File: config.mk
export PLATFORM = sky130hd
export DESIGN_NAME = register_file
export DESIGN_NICKNAME = d
export VERILOG_FILES = /design/src/rtl/register_file.sv
export SDC_FILE = /design/constraint.sdc
export NUM_CORES = 2
export LEC_CHECK = 0
export CAP_MARGIN = 20
export CORE_MARGIN = 10
export CORE_UTILIZATION = 28
export CTS_CLUSTER_SIZE = 25
export DETAILED_ROUTE_END_ITERATION = 8
export SYNTH_ARGS = -nofsm -noshare
export SYNTH_HDL_FRONTEND = slang
export SYNTH_SLANG_ARGS = --single-unit
File: constraint.sdc
create_clock -name clk -period 51 [get_ports clk]
set_clock_uncertainty 0.15 [all_clocks]
set_input_delay 10.2 -clock clk [delete_from_list [all_inputs] [get_ports clk]]
set_output_delay 10.2 -clock clk [all_outputs]
set_load 0.02 [all_outputs]
File: src/rtl/register_file.sv
// 31-entry, two-read/one-write integer register file with x0 hardwired to zero,
// write-first bypass on both read ports, and a count of committed writes.
module register_file #(
  parameter int n = 32
) (
  input  logic         clk,
  input  logic         rst,
  input  logic [n-1:0] writeback,
  input  logic         wb_enable,
  input  logic [4:0]   rd_addr,
  input  logic [4:0]   rs1_addr,
  input  logic [4:0]   rs2_addr,
  output logic [n-1:0] rs1_data,
  output logic [n-1:0] rs2_data,
  output logic [31:0]  wb_count
);

  logic [n-1:0] regs_q [1:31];
  logic [n-1:0] regs_d [1:31];
  logic [31:0]  wb_count_q;
  logic [31:0]  wb_count_d;
  logic         commit;

  assign commit = wb_enable && (rd_addr != 5'd0);

  always_comb begin
    regs_d     = regs_q;
    wb_count_d = wb_count_q;
    for (int unsigned i = 1; i < 32; i++) begin
      if (commit && (rd_addr == 5'(i))) begin
        regs_d[i] = writeback;
      end
    end
    if (commit) begin
      wb_count_d = wb_count_q + 32'd1;
    end
  end

  always_ff @(posedge clk or posedge rst) begin
    if (rst) begin
      for (int unsigned i = 1; i < 32; i++) begin
        regs_q[i] <= '0;
      end
      wb_count_q <= '0;
    end else begin
      regs_q     <= regs_d;
      wb_count_q <= wb_count_d;
    end
  end

  // Bypass is deliberately independent of rst so reads see pending writeback.
  always_comb begin
    rs1_data = '0;
    rs2_data = '0;
    for (int unsigned i = 1; i < 32; i++) begin
      if (rs1_addr == 5'(i)) begin
        rs1_data = regs_q[i];
      end
      if (rs2_addr == 5'(i)) begin
        rs2_data = regs_q[i];
      end
    end
    if (commit && (rs1_addr == rd_addr)) begin
      rs1_data = writeback;
    end
    if (commit && (rs2_addr == rd_addr)) begin
      rs2_data = writeback;
    end
  end

  assign wb_count = wb_count_q;

endmodule

* After elaboration in Yosys (flattened, before gate mapping)
Index checks and enable logic that the tools add are counted.
Storage, ports and cells: register bits 1024, ROM bits 0, bits in writable memories 0, input bits 50, memories 0, latch bits 0
Operators by class: multiply operators 0, shifts and indexed selects 0, div/mod/pow operators 0, bitwise gates (word level) 0, magnitude comparators 0, reduce and logical (&&, ||, !) cells 35, add/subtract/negate cells 1, eq/ne operators 95, multiplexer cells 64
Operators by type and width (number):
- 32-bit two-way mux | 64
- 5-bit == test (second input constant) | 48
- 5-bit by 4-bit == test with 1-bit output (second input constant) | 24
- 5-bit by 3-bit == test with 1-bit output (second input constant) | 12
- 1-bit logical AND | 34
- 32-bit by 1-bit adder with 32-bit output (second input constant) | 1
- 5-bit by 2-bit == test with 1-bit output (second input constant) | 6
- 5-bit by 1-bit == test with 1-bit output (second input constant) | 3
- 5-bit == test | 2
- 5-bit nonzero test | 1

* Logic depth before layout (Yosys ltp)
depth after elaboration 33, mapped depth 13, depth with buffers taken out 7

* Worst setup path after synthesis
No wires, ideal clock.
path kind input -> output, from input rs1_addr[2], to output rs1_data[14], slack 28.435 ns, stages on the path 9, path buffers 3, arrival time 12.215 ns, cell sequence buf_6 -> buf_6 -> nor4b_4 -> buf_2 -> o21ai_0 -> a22o_1 -> a2111oi_2 -> nor4_1 -> nor3_1
Between the ends: longest elaborated chain between the ends 33
RTL lines:
- start, declared | RTL line 11 | input logic [4:0] rs1_addr,
- 5-bit by 1-bit == test with 1-bit output | RTL line 56 | if (rs1_addr == 5'(i)) begin
- 32-bit two-way mux (31 in series) | RTL line 56
- 32-bit two-way mux (*) | RTL line 63 | if (commit && (rs1_addr == rd_addr)) begin
- end, declared | RTL line 13 | output logic [n-1:0] rs1_data,
Mark *: on every way between the ends. The rest lies on a longest branch, timed or not.

* Worst setup path in the final report
from input rs1_addr[0], to output rs1_data[10]
The elaborated chain is that of the path after synthesis.

==> results.cfg <==
[critical_path]
reg2reg_depth = 6
crit_fanout = 45
required_ps = 40650
cp_slowest_cell = a221oi_1
critical_path.top_delay_family = buffers and inverters
cp_num_buf_inv = 4
cp_cell_sequence = buf_4 -> buf_4 -> xnor2_1 -> nand4_1 -> buf_4 -> nand2_1 -> a221oi_1 -> o2111ai_1 -> o2111a_1 -> clkdlybuf4s50_1
crit_arrival_ps = 15680
crit_top_cell = buf_4
crit_path_start_kind = input port
worstSetupEndpointType = output pin
reg2reg_to = wb_count[26]
crit_type = input port to output pin
max_stage_delay_ps = 960
r2r_setup_slack_ps = 48460
rr_startpoint = wb_count[3]

[global_route]
antenna_found_initial = 26
grt_util_met3_pct = 8.02
busiest_layer = met2
grt_max_degree = 167
grt_use_total_pct = 25.7
use_met1_pct = 33.2
grt_overflow_total = 0
grt_pass1_vias = 51255
grt_pass1_wl_um = 416000
met2_usage_pct = 37.0

[logic_synthesis]
syn_avg_cell_area_um2 = 10.5
synth-seq-cells = 1024
syn_inst = 5490
synth-edff-count = 0
synthFlopType = dfrtp_1
ys_types = 108
yosysWarnings = 0
ys_seq_area_share_pct = 44.4
synth_nets = 5541
ys_async_sr_fraction_pct = 100
synth.cell_area_um2 = 57700

[sta]
fmax_ghz = 0.0384
slew_headroom_pct = 16.1
worst_slew_pin_slew_ps = 1260
whs_ps = 333
hold_viol = 0
tns_ps = 0
slew_viol_final = 0
post-route-period-util_pct = 51.0
setup_violations = 0
rsz0062_at_grt = false
finalWorstSetupSlack_ps = 24970
fin_crit_ps = 26030

[place]
dp_hpwl_um = 210000
portBuffers = 145
dp_slack_ps = 25370
gp_congestion = 1.01

[clock_network]
clock_path_buffers = 3
tritoncts = done
cts_buffers = 111
ctsHoldBuffers = 0
htreeDepth = 3
postCtsSetupBuffers = 0
cts_resized = 0
insertion_delay_ps = 770
clk_pin_slew_worst_paths_ps = 50
clkSinkCount = 1024
clockRootBuffer = clkbuf_16

[power_and_ir_drop]
power_density_nw_per_um2 = 38.0
leakage_nw = 27.1
ir_worst_vdd_mv = 0.0289

[routing]
drt-initial-drc-count = 9518
ant_nets = 0
avgRoutedWirePerCell_um = 36.8
dr.pass1.iters = 9
drt-total-wl_um = 303000
drc = 0
via_count = 53901
vias_per_cell = 6.55

[run_status]
status = complete, no violations

[die]
rows = 166
die_x_um = 474
dieArea_um2 = 225000
start_util_pct = 28.2
num_io_pins = 146
die_h_um = 474
core_um2 = 205000

[job]
max-cap-violations = 0

[worst_hold_path]
min_path_cells = 1
hp-start = wb_count[31]
hold_end = wb_count[31]
hold_path_class = flop to flop

[finish]
drive_above_1_share_pct = 28.9
fill_cells = 20895
fin_util_pct = 32.2
final_cell_mix = 1027 x mux2_2, 1024 x dfrtp_1, 399 x o21ai_0
area_delta_synth_final_pct = 14.4
layout.nets = 5483
final_common_cell = mux2_2
[per-stage QoR]
| step | power [mW] | area, um2 | std cells |
|---|---|---|---|
| after detailed placement | 1.60 | 62000 | 8003 |
| after global routing | 2.57 | 66000 | 8214 |
| final | 2.51 | 66000 | 8228 |
| after global placement | 1.58 | 61900 | 8001 |
| after CTS | 2.49 | 65900 | 8209 |
| after floorplan | 1.37 | 57700 | 5490 |
[registers in the layout, summed over array words and instances, names as in the netlist]
register / count
regs_q: 992
wb_count: 32
[per-layer routing]
metal	up-vias	wire, um
met2	4642	125000
li1	20604	-
met4	8	24100
met1	27449	116000
met5	-	53
met3	1198	38000
[worst register-to-register path, delay by kind of cell (launching register included)]
kind | cells | cell delay [ps]
AND/OR/NAND/NOR | 4 | 1050
AO/OA/AOI/OAI | 1 | 510
flip-flops | 1 | 550
XOR/XNOR | 1 | 140
[synthesized netlist by cell type, types with 36 or more instances]
cell / count / area, um2
o221ai_1: 85 / 744
o22ai_1: 152 / 951
nor3_1: 67 / 335
buf_2: 162 / 811
a22oi_1: 146 / 1100
o211ai_1: 37 / 278
nor2_1: 337 / 1260
nand2_1: 312 / 1170
a211oi_1: 44 / 330
nand3_1: 110 / 551
o21ai_1: 42 / 210
clkbuf_1: 285 / 1070
a221oi_1: 77 / 674
a22o_1: 59 / 517
mux2i_1: 82 / 821
dfrtp_1: 1024 / 25600
buf_1: 36 / 135
a31oi_1: 51 / 319
o21ai_0: 399 / 2000
nor2b_1: 41 / 257
a21oi_1: 303 / 1520
mux2_2: 1027 / 11600
[worst max-delay path by stage]
stage,slack [ps],depth (start not counted),startpoint,to
after detailed placement,25370,10,rs1_addr[0],rs1_data[10]
after floorplan,11830,1,rst,regs_q[0]
after global placement,25370,10,rs1_addr[0],rs1_data[10]
after global routing,25130,10,rs1_addr[0],rs1_data[10]
after CTS,25340,10,rs1_addr[0],rs1_data[10]
final,24970,10,rs1_addr[0],rs1_data[10]
[logic make-up after synthesis]
| family | Yosys count | share of synthesized area [%] |
|---|---|---|
| buf+inv | 548 | 4.35 |
| xor+xnor | 42 | 0.637 |
| fa+ha+maj | 1 | 0.0217 |
| flops | 1024 | 44.4 |
| compound gates | 1641 | 18.9 |
| simple gates | 1100 | 9.40 |
| mux | 1134 | 22.3 |
[power by group]
group | switching (mW) | total (mW) | internal [mW]
Combinational | 0.261 | 0.470 | 0.208
Clock | 0.374 | 0.899 | 0.526
Sequential | 0.170 | 1.14 | 0.969
[area by class of cell]
cell class              instances  area [um2]  share of cell area [%]
flip-flops and latches       1024       25600                    38.8
multi-input cells            3918       29800                    45.2
repair buffers                362        3140                    4.76
inverters                      15        63.8                  0.0967
clock inverters                50         716                    1.08
clock buffers                 156        3230                    4.89
diodes                         15        37.5                  0.0569
well taps                    2688        3360                    5.09
Power figures use the tool's default switching activity.
